### src/rtl/serdes_bitslip_ctrl.sv
// serdes_bitslip_ctrl
// Word-aligns one ISERDESE2 lane by pulsing BITSLIP until a stable run of
// training words is seen. The whole block lives in the CLKDIV domain.
// Flow: SETTLE lets the ISERDES pipeline flush, CHECK scores a window of
// valid words, and SLIP issues one pulse before settling again.
module serdes_bitslip_ctrl #(
  parameter int               WIDTH         = 8,
  parameter logic [WIDTH-1:0] TRAIN_PATTERN = 8'h01,
  parameter int               SETTLE_CYCLES = 4,
  parameter int               MATCH_COUNT   = 4,
  parameter int               CHECK_CYCLES  = 16,
  parameter int               MAX_SLIPS     = 16,
  localparam int              SLIP_W        = $clog2(MAX_SLIPS + 1)
) (
  input  logic              clk_rx_i,
  input  logic              rst_i,
  input  logic              start_i,
  input  logic [WIDTH-1:0]  data_i,
  input  logic              data_valid_i,
  output logic              bitslip_o,
  output logic              busy_o,
  output logic              locked_o,
  output logic              fail_o,
  output logic [SLIP_W-1:0] slip_cnt_o
);

  localparam int SETTLE_W = $clog2(SETTLE_CYCLES + 1);
  localparam int WINDOW_W = $clog2(CHECK_CYCLES + 1);
  localparam int MATCH_W  = $clog2(MATCH_COUNT + 1);

  typedef enum logic [2:0] {
    IDLE,
    SETTLE,
    CHECK,
    SLIP,
    LOCKED,
    FAIL
  } state_t;

  state_t              state_q, state_d;
  logic [SETTLE_W-1:0] settle_cnt_q, settle_cnt_d;
  logic [WINDOW_W-1:0] window_cnt_q, window_cnt_d;
  logic [MATCH_W-1:0]  match_cnt_q, match_cnt_d;
  logic [SLIP_W-1:0]   slip_cnt_q, slip_cnt_d;
  logic                bitslip_q, busy_q, locked_q, fail_q;
  logic                word_match;

  assign word_match = (data_i == TRAIN_PATTERN);

  // Next-state logic: sequences settle/check/slip and starts alignment from fresh counters
  always_comb begin
    state_d      = state_q;
    settle_cnt_d = settle_cnt_q;
    window_cnt_d = window_cnt_q;
    match_cnt_d  = match_cnt_q;
    slip_cnt_d   = slip_cnt_q;

    case (state_q)
      IDLE, LOCKED, FAIL: begin
        if (start_i) begin
          state_d      = SETTLE;
          settle_cnt_d = '0;
          window_cnt_d = '0;
          match_cnt_d  = '0;
          slip_cnt_d   = '0;
        end
      end

      SETTLE: begin
        if (settle_cnt_q == SETTLE_W'(SETTLE_CYCLES)) begin
          state_d      = CHECK;
          settle_cnt_d = '0;
        end else begin
          settle_cnt_d = settle_cnt_q + SETTLE_W'(1);
        end
      end

      CHECK: begin
        if (data_valid_i) begin
          window_cnt_d = window_cnt_q + WINDOW_W'(1);
          match_cnt_d  = word_match ? (match_cnt_q + MATCH_W'(1)) : '0;
          if (word_match && (match_cnt_q == MATCH_W'(MATCH_COUNT - 1))) begin
            state_d = LOCKED;
          end else if (window_cnt_q == WINDOW_W'(CHECK_CYCLES - 1)) begin
            if (slip_cnt_q == SLIP_W'(MAX_SLIPS)) begin
              state_d = FAIL;
            end else begin
              state_d    = SLIP;
              slip_cnt_d = slip_cnt_q + SLIP_W'(1);
            end
          end
        end
      end

      SLIP: begin
        state_d      = SETTLE;
        settle_cnt_d = '0;
        window_cnt_d = '0;
        match_cnt_d  = '0;
      end

      default: begin
        state_d = IDLE;
      end
    endcase
  end

  // State, counters and registered status outputs; reset drops any in-flight pulse
  always_ff @(posedge clk_rx_i) begin
    if (rst_i) begin
      state_q      <= IDLE;
      settle_cnt_q <= '0;
      window_cnt_q <= '0;
      match_cnt_q  <= '0;
      slip_cnt_q   <= '0;
      bitslip_q    <= 1'b0;
      busy_q       <= 1'b0;
      locked_q     <= 1'b0;
      fail_q       <= 1'b0;
    end else begin
      state_q      <= state_d;
      settle_cnt_q <= settle_cnt_d;
      window_cnt_q <= window_cnt_d;
      match_cnt_q  <= match_cnt_d;
      slip_cnt_q   <= slip_cnt_d;
      bitslip_q    <= (state_d == SLIP);
      busy_q       <= (state_d == SETTLE) || (state_d == CHECK) || (state_d == SLIP);
      locked_q     <= (state_d == LOCKED);
      fail_q       <= (state_d == FAIL);
    end
  end

  assign bitslip_o  = bitslip_q;
  assign busy_o     = busy_q;
  assign locked_o   = locked_q;
  assign fail_o     = fail_q;
  assign slip_cnt_o = slip_cnt_q;

endmodule
### config.mk
export PLATFORM = sky130hd
export DESIGN_NAME = serdes_bitslip_ctrl
export DESIGN_NICKNAME = d
export VERILOG_FILES = /design/src/rtl/serdes_bitslip_ctrl.sv
export SDC_FILE = /design/constraint.sdc
export NUM_CORES = 1
export LEC_CHECK = 0
export BUFFER_PORTS_ARGS = -buffer_cell sky130_fd_sc_hd__buf_2
export CAP_MARGIN = 20
export CORE_UTILIZATION = 45
export DETAILED_ROUTE_END_ITERATION = 8
export PLACE_DENSITY = 0.75
export SLEW_MARGIN = 20
export SYNTH_ARGS = -nofsm -noshare
export SYNTH_HDL_FRONTEND = slang
export SYNTH_SLANG_ARGS = --single-unit
### constraint.sdc
create_clock -name clk_rx_i -period 4.6 [get_ports clk_rx_i]
set_input_delay 1.38 -clock clk_rx_i [delete_from_list [all_inputs] [get_ports clk_rx_i]]
set_output_delay 1.38 -clock clk_rx_i [all_outputs]
set_load 0.01 [all_outputs]
==> flow_summary.json, run 1 <==
{
  "grt_pass1_vias": 948,
  "final_cells": 185,
  "worstPathArrival_ps": 2770,
  "dpl.cell_count": 181,
  "viasPerCell": 5.77,
  "drt-wirelength-per-cell_um": 13.0,
  "max_slew_margin_pct": 48.5,
  "path_cells": "buf_2, or2_1, a32oi_2, o21ai_0, a21oi_1",
  "p_leak_nw": 0.530,
  "rsz0062_at_grt": "false",
  "clk_latency_ps": 320,
  "fmax_mhz": 399,
  "skew_ps": 8.68,
  "utilization_pct": 54.9,
  "cts_max_level": 1,
  "fin_hold_ws_ps": 461,
  "ir_drop_mv": 0.212,
  "port_buffers": 20,
  "cp-end-kind": "flop",
  "grtUsageTotal_pct": 17.4,
  "antenna_found_initial": 0,
  "n_antenna_cell": 0,
  "route.vias.total": 1067,
  "dr.first_iter.drc_count": 22,
  "ys_types": 47,
  "clk_pin_slew_ps": 130,
  "die_w_um": 55.0,
  "postSynthAreaPerCell_um2": 9.43,
  "syn2layout_area_growth_pct": 11.5,
  "dp_slack_ps": 1770,
  "synth_ff_type": "dfxtp_1",
  "ys_ff_latch": 23,
  "cp_max_fo": 15,
  "grt_overflow": 0,
  "cp.required_ps": 4860,
  "seq_area_um2": 460,
  "clockRootBuffer": "clkbuf_4",
  "io_pins": 21,
  "start_kind": "input port",
  "wirelength_um": 2400,
  "synth_edf_count": 0,
  "grt_pass1_wl_um": 3780,
  "synthCells": 134,
  "setup_tns_ps": 0,
  "nFillCells": 235,
  "postCtsSetupBuffers": 0,
  "synthesis.area_um2": 1260,
  "cts_hold_buf": 0,
  "syn_nets": 154,
  "clock_sink_count": 23,
  "rows": 18,
  "async_reset_ff_share_pct": 0,
  "setup_viol": 0,
  "drv_cap": 0,
  "core_um2": 2570,
  "initial_core_util_pct": 49.2,
  "cts_buffer_depth": 2,
  "cp_slowest_cell": "a32oi_2",
  "place.detailed.hpwl_um": 1820,
  "hold_class": "reg -> reg",
  "postRouteAntennaNets": 0,
  "dieArea_um2": 3020,
  "finalCriticalPeriod_ps": 2510,
  "final_cell_area_um2": 1410,
  "final_hold_viol_count": 0,
  "cp_num_buf_inv": 1,
  "seq_area_frac_synth_pct": 36.4,
  "tightest_slew_ps": 772,
  "maxSlewViolCount": 0,
  "cts_tree": "built",
  "drtPass1Iterations": 4,
  "drc_errors": 0,
  "powerDensity_nw_per_um2": 240,
  "cts_made_buffers": 3,
  "status": "finished clean",
  "finalCritPeriodShare_pct": 54.5,
  "ys_warn_count": 0,
  "place_congestion": 0.912,
  "dieHeight_um": 55.0,
  "fin_ws_ps": 2090,
  "multiInputGateArea_um2": 743,
  "path_delay_family": "compound AO/OA/AOI/OAI gates",
  "crit_type": "in -> reg",
  "postPlaceCellArea_um2": 1380,
  "layout-drive-gt1-share_pct": 23.9,
  "fin_total_pwr_mw": 0.338,
  "grt_max_degree": 17,
  "ctsResizeCount": 0,
  "cpPeakStageDelay_ps": 660,
  "nets": 176
}
-- cells by family after synthesis --
| logic type | share of synthesized area [%] |
|---|---|
| adders and majority gates | 7.92 |
| DFF | 36.4 |
| AOI/OAI and AO/OA | 20.0 |
| xor gates and xnor gates | 0.693 |
| and+or+nand+nor | 26.1 |
| buffers and inverters | 4.75 |
| muxes | 4.06 |
-- worst register-to-register path, stage by stage, from the launching register on --
cell	delay, ps
dfxtp_1	560
and2b_2	300
a32oi_2	630
o21ai_0	220
a21oi_1	150
-- sequential cells by signal, summed over array words and instances, names as in the netlist --
signal and flops:
match_cnt_q 3, slip_cnt_o 5, bitslip_o 1, window_cnt_q 5, locked_o 1, busy_o 1, state_q 3, fail_o 1
settle_cnt_q 3
-- synth_stat cells, types with 2 or more instances --
library cell  instances  area [um^2]
or3_1                 5         31.3
mux2i_1               4         40.0
ha_1                  8          100
nand4bb_1             2         22.5
a211oi_1              4         30.0
nor3_1                2         10.0
inv_1                10         37.5
nand2b_1              2         12.5
nand3_1               5         25.0
o21ai_0               3         15.0
dfxtp_1              23          460
nand2_1               7         26.3
or2b_1                2         15.0
nor2_1               10         37.5
a21oi_1              13         65.1
a22oi_1               3         22.5
-- final cells by class --
cell class	instances	share of cell area [%]
Multi-Input combinational cell	98	52.8
Sequential cell	23	32.7
Timing Repair Buffer	20	7.10
Inverter	10	2.66
Tap cell	30	2.66
Clock buffer	3	1.60
Clock inverter	1	0.533
-- per-layer routing --
layer  track usage (%)  part of all wire, %
met1              19.0                   45
met2              31.7                   52
met3              6.01                  2.7
met4              4.58                 0.42
met5                 0                    0
-- layout by cell type (no fill, tap or decap), types with 2 or more instances in the layout --
cell	n
dfxtp_1	23
buf_2	20
a21oi_1	13
inv_1	10
nor2_1	10
ha_1	8
nand2_1	7
or3_1	5
nand3_1	5
a211oi_1	4
mux2i_1	4
a22oi_1	3
o21ai_0	3
clkbuf_4	3
nand2b_1	2
nand4bb_1	2
nor3_1	2
or2b_1	2
-- power breakdown --
part	total [mW]	switching [mW]	internal (mW)
clock	0.0966	0.0634	0.0332
combinational	0.0350	0.0202	0.0148
sequential	0.206	0.00345	0.203
total	0.338	0.0870	0.251
-- final timing paths --
| path | startpoint | to | slack [ps] | depth (start not counted) |
|---|---|---|---|---|
| min reg2reg | match_cnt_q[2] | match_cnt_q[2] | 460 | 2 |
| min | match_cnt_q[2] | match_cnt_q[2] | 460 | 2 |
| max reg2reg | state_q[1] | window_cnt_q[3] | 2680 | 4 |
| max | data_valid_i | window_cnt_q[3] | 2090 | 5 |
Power figures use the tool's default switching activity.
==> inputs of run 2 (changes only) <==
==> constraint.sdc (replaced) <==
create_clock -name clk_rx_i -period 2.6 [get_ports clk_rx_i]
set_input_delay 0.78 -clock clk_rx_i [delete_from_list [all_inputs] [get_ports clk_rx_i]]
set_output_delay 0.78 -clock clk_rx_i [all_outputs]
set_load 0.01 [all_outputs]
==> run 2 against run 1 <==
Effect of this change: final cell count rose by 0.54%; core utilization is 0.29 points higher; global-route usage increased by 0.72 points; sequential power increased by 77%; routed wire length is 2.8% higher; clock-buffer cell count did not move; hold slack worse by 2.1 ps.
==> flow_summary.json, run 2 (synthesis gave the netlist of run 1 again) <==
{
  "final_hold_viol_count": 0,
  "clk_latency_ps": 320,
  "cts_buffer_depth": 2,
  "ir_drop_mv": 0.461,
  "finalCritPeriodShare_pct": 73.2,
  "fmax_mhz": 525,
  "postPlaceCellArea_um2": 1390,
  "cp_max_fo": 7,
  "n_antenna_cell": 0,
  "grt_pass1_wl_um": 3930,
  "start_kind": "flop",
  "final_cell_mix": "dfxtp_1, buf_2, a21oi_1",
  "cp.required_ps": 2860,
  "skew_ps": 5.28,
  "crit_type": "reg -> reg",
  "initial_core_util_pct": 49.2,
  "grt_overflow": 0,
  "drv_cap": 0,
  "antenna_found_initial": 0,
  "setup_viol": 0,
  "io_pins": 21,
  "ctsResizeCount": 0,
  "cp-end-kind": "flop",
  "clock_sink_count": 23,
  "status": "finished clean",
  "hold_class": "reg -> reg",
  "p_leak_nw": 0.535,
  "nets": 177,
  "rows": 18,
  "rsz0062_at_grt": "false",
  "layout_commonest_cell": "dfxtp_1",
  "max_slew_margin_pct": 62.6,
  "drtPass1Iterations": 4,
  "clockRootBuffer": "clkbuf_4",
  "dpl.cell_count": 182,
  "tightest_slew_ps": 558,
  "powerDensity_nw_per_um2": 422,
  "die_w_um": 55.0,
  "dieArea_um2": 3020,
  "place_congestion": 0.845,
  "dr.first_iter.drc_count": 21,
  "clk_pin_slew_ps": 130,
  "postRouteAntennaNets": 0,
  "cts_made_buffers": 3,
  "dieHeight_um": 55.0,
  "layout-drive-gt1-share_pct": 24.4,
  "grtUsageTotal_pct": 18.2,
  "cts_max_level": 1,
  "drt-wirelength-per-cell_um": 13.3,
  "route.vias.total": 1042,
  "postCtsSetupBuffers": 0,
  "place.detailed.hpwl_um": 1870,
  "port_buffers": 20,
  "viasPerCell": 5.60,
  "cts_hold_buf": 0,
  "finalCriticalPeriod_ps": 1900,
  "worstPathArrival_ps": 2160,
  "maxSlewViolCount": 0,
  "drc_errors": 0,
  "grt_pass1_vias": 976,
  "syn2layout_area_growth_pct": 12.1,
  "grt_max_degree": 17,
  "wirelength_um": 2470,
  "setup_tns_ps": 0,
  "final_cells": 186,
  "cts_tree": "built",
  "final_cell_area_um2": 1420,
  "core_um2": 2570
}
## run 2: layout make-up
type / instances / area, um^2
inverter: 10 / 37.5
tap: 30 / 37.5
clock buffer: 3 / 22.5
fill: 234 / 1150
sequential: 23 / 460
timing repair buffer: 21 / 108
multi-input combinational: 98 / 743
clock inverter: 1 / 7.51
## run 2: metrics by stage
| step | setup WS (ps) | util (%) | total power [mW] | hold slack, ps |
|---|---|---|---|---|
| 2_1_floorplan | 713 | - | 0.416 | 431 |
| 3_3_place_gp | 557 | 54.0 | 0.433 | 440 |
| 3_5_place_dp | 511 | 54.0 | 0.437 | 443 |
| 4_1_cts | 672 | 55.2 | 0.609 | 462 |
| 5_1_grt | 553 | 55.2 | 0.629 | 497 |
| 6_report | 696 | 55.2 | 0.598 | 459 |
## run 2: routing by layer
layer / vias up / GRT usage [%] / part of all wire (%)
met5: - / 0 / 0
met4: 0 / 6.67 / 1.5
met3: 6 / 6.01 / 3.1
met2: 17 / 33.5 / 49
met1: 484 / 18.8 / 46
li1: 535 / - / -
## run 2: final timing paths
check                   end  slack [ps]            start  cells past startpoint
min          match_cnt_q[2]         460   match_cnt_q[2]                      2
min reg2reg  match_cnt_q[2]         460   match_cnt_q[2]                      2
max reg2reg   slip_cnt_o[4]         700  window_cnt_q[0]                      7
max           slip_cnt_o[4]         700  window_cnt_q[0]                      7
## run 2: critical path, stage by stage, from the launching register on
cell,delay [ps]
dfxtp_1,400
ha_1,190
and3_1,170
ha_1,220
inv_1,50
a31o_2,260
a211oi_1,340
mux2i_1,210
## run 2: power by group
part / leakage, nW / switching, mW / internal (mW)
combinational: 0.334 / 0.0364 / 0.0275
sequential: 0.186 / 0.00615 / 0.359
clock: 0.0139 / 0.111 / 0.0588
total: 0.535 / 0.153 / 0.445
